### src/rtl/seg7_scan_reader_if.sv
// seg7_scan_reader_if -- signal bundle between a multiplexed 7-segment scan
// bus, the reader, and the downstream frame consumer.
//   seg7      : active-low segments, bit6=a .. bit0=g
//   dig_sel   : active-high digit select, legal when exactly one bit is set
//   out_ready : consumer accepts the held frame
//   out_valid : a captured frame is held on value/invalid/overrun
//   value     : decoded digits, digit0 in [3:0] .. digit3 in [15:12]
//   invalid   : per-digit flag, segment pattern not a hex glyph
//   overrun   : a complete frame was dropped while the held one waited
//   sync_err  : one-cycle pulse on a scan-order violation
interface seg7_scan_reader_if;
   logic [6:0]  seg7;
   logic [3:0]  dig_sel;
   logic        out_ready;
   logic        out_valid;
   logic [15:0] value;
   logic [3:0]  invalid;
   logic        overrun;
   logic        sync_err;

   modport master (
      output seg7, dig_sel, out_ready,
      input  out_valid, value, invalid, overrun, sync_err
   );

   modport slave (
      input  seg7, dig_sel, out_ready,
      output out_valid, value, invalid, overrun, sync_err
   );
endinterface

### src/rtl/seg7_scan_reader.sv
// seg7_scan_reader -- snoops a scanned 4-digit 7-segment display bus and
// reassembles complete digit0..digit3 frames into a 16-bit hex value with a
// valid/ready output handshake.
//   clk   : rising-edge clock
//   reset : asynchronous, active-high
//   bus   : seg7_scan_reader_if.slave (scan inputs, frame outputs, sync_err)
//
// state     | meaning
// WAIT_SYNC | no frame in progress, waiting for a digit-0 acceptance
// CAPTURE   | shadow frame in progress, expecting digit exp_idx
// OUTPUT    | frame held on outputs; shadow capture continues behind it
module seg7_scan_reader #(
   parameter int STABLE_CYCLES = 4
) (
   input logic               clk,
   input logic               reset,
   seg7_scan_reader_if.slave bus
);
   localparam logic [3:0] STABLE = 4'(STABLE_CYCLES);

   typedef enum logic [1:0] {WAIT_SYNC, CAPTURE, OUTPUT} state_t;

   state_t      state, state_nxt;
   logic [6:0]  prev_seg;
   logic [3:0]  prev_sel;
   logic [3:0]  cnt, cnt_nxt;
   logic        armed;
   logic        one_hot, same, accept;
   logic [1:0]  idx;
   logic [3:0]  nib;
   logic        bad;

   logic [15:0] sh_val, sh_val_nxt;
   logic [3:0]  sh_inv, sh_inv_nxt;
   logic [1:0]  exp_idx, exp_nxt;
   logic        live, live_nxt;
   logic        frame_done, hs;
   logic        out_valid_nxt, overrun_nxt, sync_err_nxt;
   logic [15:0] value_nxt;
   logic [3:0]  invalid_nxt;

   always_comb begin
      one_hot = (bus.dig_sel != 4'd0) && ((bus.dig_sel & (bus.dig_sel - 4'd1)) == 4'd0);
      same    = (bus.dig_sel == prev_sel) && (bus.seg7 == prev_seg);
      if (one_hot && same) cnt_nxt = (cnt == STABLE) ? cnt : cnt + 4'd1;
      else                 cnt_nxt = one_hot ? 4'd1 : 4'd0;
      // armed drops on acceptance and returns only on a dig_sel change, so a
      // segment glitch within one selection cannot cause a second acceptance
      accept = armed && one_hot && (cnt_nxt == STABLE);
   end

   always_comb begin
      case (bus.dig_sel)
         4'b0010: idx = 2'd1;
         4'b0100: idx = 2'd2;
         4'b1000: idx = 2'd3;
         default: idx = 2'd0;
      endcase
   end

   always_comb begin
      bad = 1'b0;
      case (bus.seg7)
         7'b0000001: nib = 4'h0;
         7'b1001111: nib = 4'h1;
         7'b0010010: nib = 4'h2;
         7'b0000110: nib = 4'h3;
         7'b1001100: nib = 4'h4;
         7'b0100100: nib = 4'h5;
         7'b0100000: nib = 4'h6;
         7'b0001111: nib = 4'h7;
         7'b0000000: nib = 4'h8;
         7'b0000100: nib = 4'h9;
         7'b0001000: nib = 4'hA;
         7'b1100000: nib = 4'hB;
         7'b0110001: nib = 4'hC;
         7'b1000010: nib = 4'hD;
         7'b0110000: nib = 4'hE;
         7'b0111000: nib = 4'hF;
         default: begin
            nib = 4'h0;
            bad = 1'b1;
         end
      endcase
   end

   always_comb begin
      state_nxt     = state;
      sh_val_nxt    = sh_val;
      sh_inv_nxt    = sh_inv;
      exp_nxt       = exp_idx;
      live_nxt      = live;
      out_valid_nxt = bus.out_valid;
      value_nxt     = bus.value;
      invalid_nxt   = bus.invalid;
      overrun_nxt   = bus.overrun;
      sync_err_nxt  = 1'b0;
      frame_done    = 1'b0;
      hs            = bus.out_valid && bus.out_ready;

      // shadow capture runs identically in every state
      if (accept) begin
         if (idx == 2'd0) begin
            sh_val_nxt = {12'h000, nib};
            sh_inv_nxt = {3'b000, bad};
            exp_nxt    = 2'd1;
            live_nxt   = 1'b1;
         end else if (live && idx == exp_idx) begin
            sh_val_nxt[{idx, 2'b00} +: 4] = nib;
            sh_inv_nxt[idx]               = bad;
            exp_nxt                       = idx + 2'd1;
            if (idx == 2'd3) begin
               frame_done = 1'b1;
               live_nxt   = 1'b0;
            end
         end else if (live) begin
            sync_err_nxt = 1'b1;
            live_nxt     = 1'b0;
            sh_val_nxt   = 16'h0000;
            sh_inv_nxt   = 4'h0;
         end
      end

      case (state)
         WAIT_SYNC: begin
            if (live_nxt) state_nxt = CAPTURE;
         end
         CAPTURE: begin
            if (frame_done) begin
               out_valid_nxt = 1'b1;
               value_nxt     = sh_val_nxt;
               invalid_nxt   = sh_inv_nxt;
               overrun_nxt   = 1'b0;
               state_nxt     = OUTPUT;
            end else if (!live_nxt) begin
               state_nxt = WAIT_SYNC;
            end
         end
         OUTPUT: begin
            if (frame_done) begin
               // a consumed held frame makes room for the new one in place
               if (hs) begin
                  value_nxt   = sh_val_nxt;
                  invalid_nxt = sh_inv_nxt;
                  overrun_nxt = 1'b0;
               end else begin
                  overrun_nxt = 1'b1;
               end
            end else if (hs) begin
               out_valid_nxt = 1'b0;
               overrun_nxt   = 1'b0;
               state_nxt     = live_nxt ? CAPTURE : WAIT_SYNC;
            end
         end
         default: state_nxt = WAIT_SYNC;
      endcase
   end

   always_ff @(posedge clk or posedge reset) begin
      if (reset) begin
         state         <= WAIT_SYNC;
         prev_seg      <= 7'h7F;
         prev_sel      <= 4'h0;
         cnt           <= 4'h0;
         armed         <= 1'b1;
         sh_val        <= 16'h0000;
         sh_inv        <= 4'h0;
         exp_idx       <= 2'd0;
         live          <= 1'b0;
         bus.out_valid <= 1'b0;
         bus.value     <= 16'h0000;
         bus.invalid   <= 4'h0;
         bus.overrun   <= 1'b0;
         bus.sync_err  <= 1'b0;
      end else begin
         state         <= state_nxt;
         prev_seg      <= bus.seg7;
         prev_sel      <= bus.dig_sel;
         cnt           <= cnt_nxt;
         if (bus.dig_sel != prev_sel) armed <= 1'b1;
         else if (accept)             armed <= 1'b0;
         sh_val        <= sh_val_nxt;
         sh_inv        <= sh_inv_nxt;
         exp_idx       <= exp_nxt;
         live          <= live_nxt;
         bus.out_valid <= out_valid_nxt;
         bus.value     <= value_nxt;
         bus.invalid   <= invalid_nxt;
         bus.overrun   <= overrun_nxt;
         bus.sync_err  <= sync_err_nxt;
      end
   end
endmodule

### src/flat_wrapper.sv
// flat-port wrapper written by rule: the top's interface ports become plain ports
module seg7_scan_reader_flat 
#(
   parameter int STABLE_CYCLES = 4
)
  (clk, reset, bus_seg7, bus_dig_sel, bus_out_ready, bus_out_valid, bus_value, bus_invalid, bus_overrun, bus_sync_err);
  seg7_scan_reader_if bus_i ();
  input logic clk;
  input logic reset;
  input wire logic [$bits(bus_i.seg7)-1:0] bus_seg7;
  input wire logic [$bits(bus_i.dig_sel)-1:0] bus_dig_sel;
  input wire logic [$bits(bus_i.out_ready)-1:0] bus_out_ready;
  output wire logic [$bits(bus_i.out_valid)-1:0] bus_out_valid;
  output wire logic [$bits(bus_i.value)-1:0] bus_value;
  output wire logic [$bits(bus_i.invalid)-1:0] bus_invalid;
  output wire logic [$bits(bus_i.overrun)-1:0] bus_overrun;
  output wire logic [$bits(bus_i.sync_err)-1:0] bus_sync_err;
  assign bus_i.seg7 = bus_seg7;
  assign bus_i.dig_sel = bus_dig_sel;
  assign bus_i.out_ready = bus_out_ready;
  assign bus_out_valid = bus_i.out_valid;
  assign bus_value = bus_i.value;
  assign bus_invalid = bus_i.invalid;
  assign bus_overrun = bus_i.overrun;
  assign bus_sync_err = bus_i.sync_err;
  seg7_scan_reader #(.STABLE_CYCLES(STABLE_CYCLES)) u_core (.clk(clk), .reset(reset), .bus(bus_i));
endmodule
### config.mk
export PLATFORM = sky130hd
export DESIGN_NAME = seg7_scan_reader_flat
export DESIGN_NICKNAME = d
export VERILOG_FILES = /design/src/rtl/seg7_scan_reader_if.sv /design/src/rtl/seg7_scan_reader.sv /design/src/flat_wrapper.sv
export SDC_FILE = /design/constraint.sdc
export NUM_CORES = 1
export LEC_CHECK = 0
export ABC_CLOCK_PERIOD_IN_PS = 2800
export BUFFER_PORTS_ARGS = -buffer_cell sky130_fd_sc_hd__buf_4
export CAP_MARGIN = 25
export CORE_MARGIN = 8
export CORE_UTILIZATION = 53
export CTS_CLUSTER_SIZE = 40
export DETAILED_ROUTE_END_ITERATION = 16
export GPL_TIMING_DRIVEN = 0
export PLACE_DENSITY = 0.76
export SYNTH_ARGS = -nofsm -noshare
export SYNTH_HDL_FRONTEND = slang
export SYNTH_SLANG_ARGS = --single-unit
export TNS_END_PERCENT = 50
### constraint.sdc
create_clock -name clk -period 2.8 [get_ports clk]
set_input_delay 0.14 -clock clk [delete_from_list [all_inputs] [get_ports clk]]
set_output_delay 0.14 -clock clk [all_outputs]
set_load 0.02 [all_outputs]
---- Word level (Yosys, flattened, before mapping) ----
Index checks and enable logic that the tools add are counted.
cells by class
  bitwise gates (word level) .............. 1
  shift operators ......................... 2
  equal/unequal tests ..................... 34
  $lt $le $gt $ge ......................... 2
  multiplexer cells ....................... 57
  reductions and logical operators ........ 22
  $add $sub $neg .......................... 4
operators with widths
  kind                                                   number
  2-to-1 mux 16 bit                                      7
  one-hot mux 4 bit (15 select lines)                    1
  2-to-1 mux 4 bit                                       9
  == test 7 x 6 -> 1 bit, second input constant          5
  one-hot mux 16 bit (2 select lines)                    1
  == test 7 bit, second input constant                   4
  2-to-1 mux 1 bit                                       24
  bitwise mux 16 bit                                     1
  OR reduction 16 bit                                    1
  variable shift 4 x 6 -> 16 bit, first input constant   1
  variable part select 4 x 6 -> 16 bit                   1
  == test 7 x 3 -> 1 bit, second input constant          2
  == test 7 x 4 -> 1 bit, second input constant          2
  2-to-1 mux 2 bit                                       7
  == test 4 x 3 -> 1 bit, second input constant          3
  one-hot mux 2 bit (3 select lines)                     2
  AND reduction 4 bit                                    3
  logical AND 1 bit                                      8
  inequality test 2 x 1 -> 1 bit, second input constant  4
  one-hot mux 4 bit (2 select lines)                     1
  == test 7 x 1 -> 1 bit, second input constant          1
  == test 7 x 5 -> 1 bit, second input constant          1
  == test 7 bit                                          1
  zero test 7 bit                                        1
  26 further kinds                                       31
storage, ports and cells
  logic and storage cells ................. 136
  output and inout bits ................... 23
  bits in registers ....................... 64
  bits of input ports ..................... 14

---- Logic depth before layout (Yosys ltp) ----
Gate-level depths: netlist of the first run.
  word-level depth ........................ 13
  gate-level depth with buffers ........... 12
  depth with buffers taken out ............ 10

---- Least setup slack after synthesis of the first run ----
Ideal clock, no wire load.
  kind .................................... register -> register
  start point ............................. register u_core.cnt[0]
  end point ............................... register u_core.bus.invalid[1]
  clock period less this slack ............ 2,709 ps
  stages on the path, launching flop included .. 11
  buffers on the path ..................... 1
  setup slack ............................. 91 ps
  arrival ................................. 2,584 ps
  data required time ...................... 2,675 ps
  setup time .............................. 125 ps
  cell sequence ........................... dfrtp_1 > inv_1 > ha_1 > o21a_1 > o311a_1 > nor2_1 > nor4bb_1 > clkbuf_1 > nand2_1 > a22o_1 > mux2_4
on the way
  word-level cells in the longest chain between the ends .. 9
  elaborated cells between the ends (all ways) .. 15
  classes of those cells .................. 1 x add/sub; 4 x eq/ne; 8 x mux; 2 x reduce/logical
RTL lines
  item                                                            line                       RTL
  start, declared                                                 seg7_scan_reader.sv:26     logic [3:0] cnt, cnt_nxt;
  start signal, assigned                                          seg7_scan_reader.sv:179    cnt <= cnt_nxt;
  adder 4 x 1 -> 4 bit or == test 4 x 3 -> 1 bit (tied branches)  seg7_scan_reader.sv:45     if (one_hot && same) cnt_nxt = (cnt == STABLE) ? cnt : cnt + 4'd1;
  2-to-1 mux 4 bit (*) (2 in a row)                               seg7_scan_reader.sv:45
  == test 4 x 3 -> 1 bit (*)                                      seg7_scan_reader.sv:49     accept = armed && one_hot && (cnt_nxt == STABLE);
  logical AND 1 bit (*)                                           seg7_scan_reader.sv:49
  2-to-1 mux 4 bit (*)                                            seg7_scan_reader.sv:102    if (accept) begin
  2-to-1 mux 4 bit                                                seg7_scan_reader.sv:142    if (hs) begin
  2-to-1 mux 4 bit                                                seg7_scan_reader.sv:140    if (frame_done) begin
  one-hot mux 4 bit (2 select lines) (*)                          seg7_scan_reader.sv:124    case (state)
  net u_core.invalid_nxt[1]                                       seg7_scan_reader.sv:40     logic [3:0] invalid_nxt;
  end signal, assigned                                            seg7_scan_reader.sv:188    bus.invalid <= invalid_nxt;
  end, declared                                                   seg7_scan_reader_if.sv:28  output out_valid, value, invalid, overrun, sync_err
The timed path passes the listed nets; every way through them passes the cells marked *. The select of a mux whose other input is x is not followed.
A chain may end at the register's enable or synchronous reset.

---- Worst setup path in the final report of the first run ----
  start point ............................. register u_core.cnt[0]
  end point ............................... register u_core.bus.value[5]
on the way
  word-level cells in the longest chain between the ends .. 9
  elaborated cells between the ends (all ways) .. 15
  classes of those cells .................. 1 x add/sub; 4 x eq/ne; 8 x mux; 2 x reduce/logical
RTL lines
  item                                                            line                       RTL
  adder 4 x 1 -> 4 bit or == test 4 x 3 -> 1 bit (tied branches)  seg7_scan_reader.sv:45
  2-to-1 mux 4 bit (*) (2 in a row)                               seg7_scan_reader.sv:45
  == test 4 x 3 -> 1 bit (*)                                      seg7_scan_reader.sv:49
  logical AND 1 bit (*)                                           seg7_scan_reader.sv:49
  2-to-1 mux 16 bit                                               seg7_scan_reader.sv:102
  2-to-1 mux 16 bit                                               seg7_scan_reader.sv:142
  2-to-1 mux 16 bit                                               seg7_scan_reader.sv:140
  one-hot mux 16 bit (2 select lines)                             seg7_scan_reader.sv:124
  end signal, assigned                                            seg7_scan_reader.sv:187    bus.value <= value_nxt;
  end, declared                                                   seg7_scan_reader_if.sv:28
Mark *: on every way between the ends. The rest lies on a longest branch, timed or not. The select of a mux whose other input is x is not followed.

==> summary.md, run 1 <==
| Metric | Value |
|---|---|
| Post-synthesis sequential area ratio | `44.94%` |
| DR WL/cell | `16.74 um` |
| Setup CP Type | `reg -> reg` |
| Largest net degree at the start of global routing | `36` |
| Placed cell count | `454` |
| Final Util | `66.87%` |
| Filler instances | `526` |
| Most common cell in the synthesized netlist | `dfrtp_1` |
| Layout Cells excl Fill | `488` |
| Syn Inst Count | `337` |
| Worst setup EP type | `flop` |
| Layout net count | `428` |
| DR vias | `2828` |
| MaxCap Viol Count | `0` |
| CTS Buffer Depth | `2` |
| Clock skew | `10.10 ps` |
| Number of global-route vias before repair | `2880` |
| Level count of the clock H-tree | `3` |
| Die ar. | `9654 sq um` |
| Fin crit period | `2696 ps` |
| I/O pin cnt | `37` |
| Seq cells post-synth | `64` |
| Worst min-delay path category | `in -> reg` |
| Clock Latency Late Sink | `350 ps` |
| Dominant cell type by area after synthesis | `dfrtp_1` |
| # setup viols final | `0` |
| Top cells by area, synth | `dfrtp_1 39%, mux2_4 6.7%, dfstp_2 5.9%` |
| Static leakage | `2.112 nW` |
| Final hold violations | `0` |
| Ant. Diodes | `0` |
| IO buf count | `36` |
| Area delta synth->final | `24.60%` |
| Die X | `98.26 um` |
| CTS tree | `done` |
| Num CTS Buffers | `9` |
| Pins over their slew limit | `0` |
| Synth top area share | `39.08%` |
| CP Launch Type | `flop` |
| Detail Route Antenna Nets | `0` |
| Worst slew pin tran | `759.3 ps` |
| First-pass GRT wire length | `13590 um` |
| Row cnt | `30` |
| Placer Congestion | `0.8560` |
| Pwr/cell area | `483.4 nW/um^2` |
| HPWL Detailed | `5678 um` |
| Max Fclk | `370.9 MHz` |
| Period utilisation layout | `96.28%` |
| Yosys cell types | `62` |
| Net Count, Synth | `362` |
| VDD IR max | `0.0003510 V` |
| Post-synth EDFFs | `0` |
| Layout cells sized above 1 | `27.70%` |
| Residual DRC | `0` |
| CTS root buffer | `clkbuf_8` |
| Worst-path clk slew | `70 ps` |
| Mapped cell area | `3586 sq um` |
| Yosys warns | `0` |
| Initial DRC Count | `177` |
| GRT Util Overall | `17.43%` |
| Final wirelength | `8168 um` |
| WP data required | `3030 ps` |
| Core area | `6681 sq um` |
| CTS sink cnt | `64` |
| Initial antenna violation count | `0` |
| Final total power | `2.160 mW` |
| Asr flop ratio synth | `100.0%` |
| Top post-synthesis cells by count | `56 x dfrtp_1, 26 x nand2_1, 17 x a21oi_1, 17 x nor2_1, 16 x mux2_4` |
| Global route total overflow | `0` |
| Syn Area/Cell | `10.64 sq um` |
| Slew headroom | `49.31%` |
| Via-to-Cell Ratio | `5.795` |
| Hold Slack | `118.0 ps` |
| Initial Util | `53.67%` |
| Crit path max fanout | `10` |
| Arrival time at the worst endpoint | `2930 ps` |
| RSZ-0062 raised after global routing | `no` |
| Outcome | `finished, final reports clean` |
| Primary FF master, synth | `dfrtp_1` |
| Die Y | `98.26 um` |
| DRT Pass-1 Iters | `4` |
[report_power, final]
part	internal [mW]	switching [mW]	total, mW
clock	0.620	0.378	0.998
sequential	0.937	0.00487	0.942
combinational	0.0937	0.126	0.219
[critical path, stage by stage (launching register included)]
cell      delay, ps
dfrtp_1         380
inv_1           100
ha_1            240
o21a_1          210
o311a_4         340
nor4_2          360
nand4b_4        190
a21oi_2         180
o21ai_2         110
buf_6           170
mux2_1          320
[metal layers]
metal  vias up  part of all wire [%]  global-route usage (%)
met3        16                   3.3                   4.267
met5         -                     0                       0
met4         0                   1.7                   7.556
met1      1392                    45                   20.85
li1       1365                     -                       -
met2        55                    50                   29.14
[stage by stage]
stage | setup TNS (ps) | setup slack, ps | cell area (sq um)
after CTS | 0 | 1.582 | 4400
after detailed placement | -4814 | -327.0 | 3976
after global placement | -3299 | -268.7 | 3956
after global routing | 0 | 3.240 | 4468
after floorplan | 0 | 91.03 | 3586
final | 0 | 104.2 | 4468
[area by class of cell]
class,instances,area [sq um],area share (%)
multi-input cells,243,1882,42.12
flip-flops and latches,64,1612,36.07
well taps,80,100.1,2.240
inverters,11,41.29,0.9241
clock inverters,6,116.4,2.604
plain buffers,17,108.9,2.436
clock buffers,10,137.6,3.080
repair buffers,57,470.5,10.53
[cells in the final DEF, fill, tap and decap left out, drive strengths merged, types with 6 or more instances in the layout]
cell and n:
a21oi 18, buf 49, clkbuf 23, dfrtp 56, dfstp 8, dlygate4sd3 12
ha 11, inv 10, mux2 21, nand2 26, nand3 10, nor2 17
nor3 12, nor4 6, o211ai 6, o21ai 11, o2bb2ai 11, xnor2 14
[cells by family after synthesis]
| kind of cell | share of synthesized area, % |
|---|---|
| simple gates | 19.85 |
| compound gates | 14.86 |
| flops | 44.94 |
| buf+inv | 4.082 |
| mux | 8.269 |
| xor+xnor | 4.152 |
| fa+ha+maj | 3.838 |
[state kept, by name (all words and copies together), names as in the netlist, 2 cells and up]
name / flops
u_core.state: 2
u_core.prev_seg: 7
u_core.bus.value: 16
u_core.cnt: 4
u_core.exp_idx: 2
u_core.prev_sel: 4
u_core.bus.invalid: 4
u_core.sh_val: 16
u_core.sh_inv: 4
[worst paths after layout]
kind | from | endpoint | slack, ps | cells after the start
max | u_core.cnt[0] | u_core.bus.value[5] | 100 | 10
min | bus_out_ready | u_core.bus.overrun | 120 | 4
max reg2reg | u_core.cnt[0] | u_core.bus.value[5] | 100 | 10
min reg2reg | u_core.sh_val[9] | u_core.sh_val[9] | 490 | 1
max in group asynchronous | reset | u_core.bus.value[9] | 1690 | 4
min in group asynchronous | reset | u_core.bus.value[0] | 490 | 3
[what timing repair did]
| item | 4_1_cts | 5_1_grt |
|---|---|---|
| setup endpoints to repair | 39 | 22 |
| pin swaps | 1 | 3 |
| setup buffers | 3 | 4 |
| hold buffers | 12 | 0 |
| gates cloned | 0 | 1 |
| resized for setup | 7 | 10 |
| hold endpoints to repair | 37 | 0 |
No activity file was read; power rests on OpenSTA's default activity.
==> inputs of run 2 (changes only) <==
--- a/config.mk
+++ b/config.mk
@@ -9,11 +9,9 @@
 export BUFFER_PORTS_ARGS = -buffer_cell sky130_fd_sc_hd__buf_4
 export CAP_MARGIN = 25
 export CORE_MARGIN = 8
-export CORE_UTILIZATION = 53
+export CORE_UTILIZATION = 37
 export CTS_CLUSTER_SIZE = 40
 export DETAILED_ROUTE_END_ITERATION = 16
-export GPL_TIMING_DRIVEN = 0
-export PLACE_DENSITY = 0.76
 export SYNTH_ARGS = -nofsm -noshare
 export SYNTH_HDL_FRONTEND = slang
 export SYNTH_SLANG_ARGS = --single-unit
==> run 2 against run 1 <==
  * Final cell count increased by 10%
  * Flip-flop and latch count did not move
  * Utilization fell by 20 points
  * Global-route usage fell by 3.6 points
  * Sequential share of layout area down 0.21 points
  * Register-to-register slack is essentially flat
  * Count of clock-buffer cells in the layout fell by 1
  * Critical path depth did not move
  * Sequential power barely moved
  * Critical path type is now in -> reg
==> summary.md, run 2 (synthesis results as in run 1) <==
| Metric | Value |
|---|---|
| Reg2reg setup slack | `100 ps (about the same)` |
| Number of global-route vias before repair | `2818 (was 2880)` |
| Largest net degree at the start of global routing | `65 (was 36)` |
| Most common cell after layout, fill and taps aside | `buf_4 (was dfrtp_1)` |
| Clock skew | `7.465 ps (was 10.10 ps)` |
| CTS Buffer Depth | `2 (unchanged)` |
| GRT Util Overall | `13.79% (was 17.43%)` |
| Worst slew pin tran | `662.4 ps (was 759.3 ps)` |
| WP data required | `3040 ps (was 3030 ps)` |
| Worst setup EP type | `flop (unchanged)` |
| I/O pin cnt | `37 (unchanged)` |
| Hold Slack | `139.8 ps (was 118.0 ps)` |
| CTS tree | `done (unchanged)` |
| Final Util | `46.88% (was 66.87%)` |
| Residual DRC | `0 (unchanged)` |
| Final hold violations | `0 (unchanged)` |
| MaxCap Viol Count | `0 (unchanged)` |
| Pins over their slew limit | `0 (unchanged)` |
| Worst r2r src | `u_core.cnt[0] (unchanged)` |
| Global route total overflow | `0 (unchanged)` |
| DRT Pass-1 Iters | `4 (unchanged)` |
| Largest regs | `u_core.bus.value: 16 flops, u_core.sh_val: 16 flops, u_core.prev_seg: 7 flops (unchanged)` |
| Layout net count | `425 (was 428)` |
| Final wirelength | `8641 um (was 8168 um)` |
| Sequential cell area | `1613 sq um (was 1612 sq um)` |
| Die ar. | `13100 sq um (was 9654 sq um)` |
| Period utilisation layout | `97.62% (was 96.28%)` |
| Crit path max fanout | `20 (was 10)` |
| DR WL/cell | `16.06 um (was 16.74 um)` |
| Worst min-delay path category | `in -> reg (unchanged)` |
| Die Y | `114.4 um (was 98.26 um)` |
| WHS Endpoint | `u_core.bus.overrun (unchanged)` |
| Layout cells sized above 1 | `29.88% (was 27.70%)` |
| Clock Latency Late Sink | `350 ps (about the same)` |
| Level count of the clock H-tree | `3 (unchanged)` |
| HP Start | `bus_out_ready (unchanged)` |
| Pwr/cell area | `460.2 nW/um^2 (was 483.4 nW/um^2)` |
| DR vias | `2795 (was 2828)` |
| First-pass GRT wire length | `14320 um (was 13590 um)` |
| CTS root buffer | `clkbuf_8 (unchanged)` |
| Fin crit period | `2733 ps (was 2696 ps)` |
| Worst-path clk slew | `80 ps (was 70 ps)` |
| Slew headroom | `55.44% (was 49.31%)` |
| Worst hold stages | `4 (unchanged)` |
| Initial Util | `37.38% (was 53.67%)` |
| Setup TNS | `0 ps (unchanged)` |
| Static leakage | `2.112 nW (about the same)` |
| Filler instances | `896 (was 526)` |
| VDD IR max | `0.0002494 V (was 0.0003510 V)` |
| Initial antenna violation count | `0 (unchanged)` |
| Detail Route Antenna Nets | `0 (unchanged)` |
| Reg-to-reg endpoint | `u_core.bus.value[9] (was u_core.bus.value[5])` |
| Setup CP Type | `in -> reg (was reg -> reg)` |
| Most frequent cells in the layout | `56 x buf_4, 55 x dfrtp_1, 25 x nand2_1 (was 56 x dfrtp_1, 44 x buf_4, 25 x nand2_1)` |
| Worst r2r path cells | `10 (unchanged)` |
| Initial DRC Count | `96 (was 177)` |
| CTS sink cnt | `64 (unchanged)` |
| Ant. Diodes | `0 (unchanged)` |
| Footprint of the multi-input gates | `1866 sq um (was 1882 sq um)` |
| CP Launch Type | `input pin (was flop)` |
| Via-to-Cell Ratio | `5.195 (was 5.795)` |
| Area delta synth->final | `25.44% (was 24.60%)` |
| Row cnt | `36 (was 30)` |
| Die X | `114.4 um (was 98.26 um)` |
| IO buf count | `36 (unchanged)` |
| Num CTS Buffers | `9 (unchanged)` |
| # setup viols final | `0 (unchanged)` |
| Outcome | `finished, final reports clean (unchanged)` |
| HPWL Detailed | `5743 um (was 5678 um)` |
| Max Fclk | `365.9 MHz (was 370.9 MHz)` |
| Core area | `9594 sq um (was 6681 sq um)` |
| Arrival time at the worst endpoint | `2970 ps (was 2930 ps)` |
| Placer Congestion | `0.8627 (was 0.8560)` |
-- run 2: cell types whose count changed in the layout (fill, tap and decap cells not counted), sizes merged --
cell | before | now
clkbuf | 23 | 9
bufinv | 3 | 2
buf | 49 | 59
inv | 10 | 13
clkinv | 4 | 2
clkinvlp | 0 | 1
-- run 2: critical path, stage by stage --
cell           delay, ps
dlygate4sd3_1        540
buf_4                170
or4b_4               470
a32o_2               290
or3_4                370
nand4b_4             230
a21oi_2              170
o21ai_2               90
buf_12               170
mux2_1               330
-- run 2: power by group --
group | internal [mW] | leakage (nW) | switching, mW
sequential | 0.937 | 0.845 | 0.00554
combinational | 0.0928 | 1.16 | 0.124
clock | 0.512 | 0.111 | 0.399
-- run 2: layer usage --
layer  GRT usage [%]  vias to the layer above  wire (um)
met1           18.32                     1357       4143
li1                -                     1352          -
met4           4.969                        0        140
met3           3.745                       11        447
met2           20.93                       75       3911
met5               0                        -          0
-- run 2: repair_timing --
item	CTS	global route
hold buffers	12	0
gates resized for setup	0	13
endpoints found under the hold margin	67	0
setup buffers	0	5
setup endpoints to repair	0	30
-- run 2: layout make-up --
cell class / count / area share [%]
clock buffers: 9 / 2.754
repair buffers: 71 / 13.02
multi-input cells: 243 / 41.47
inverters: 11 / 0.9179
flip-flops and latches: 64 / 35.86
well taps: 133 / 3.700
clock inverters: 7 / 2.281
-- run 2: how the worst max path moves through the flow --
stage                   startpoint                     to  slack [ps]  cells after the start
finish              bus_dig_sel[0]    u_core.bus.value[7]          70                     10
global placement     u_core.cnt[0]    u_core.bus.value[7]         110                     11
CTS                 bus_dig_sel[0]    u_core.bus.value[7]          20                     10
floorplan            u_core.cnt[0]  u_core.bus.invalid[1]          90                     10
global route         u_core.cnt[0]    u_core.bus.value[9]         -40                     10
detailed placement   u_core.cnt[0]    u_core.bus.value[7]          50                     11
-- run 2: through the flow --
stage	std cells	setup slack, ps	instance area (sq um)	power (mW)
after CTS	532	17.29	4417	2.094
after floorplan	337	91.03	3586	1.096
after global placement	504	109.2	4070	1.153
final	538	66.66	4498	2.070
after global routing	538	-41.96	4498	2.162
after detailed placement	504	51.31	4070	1.156
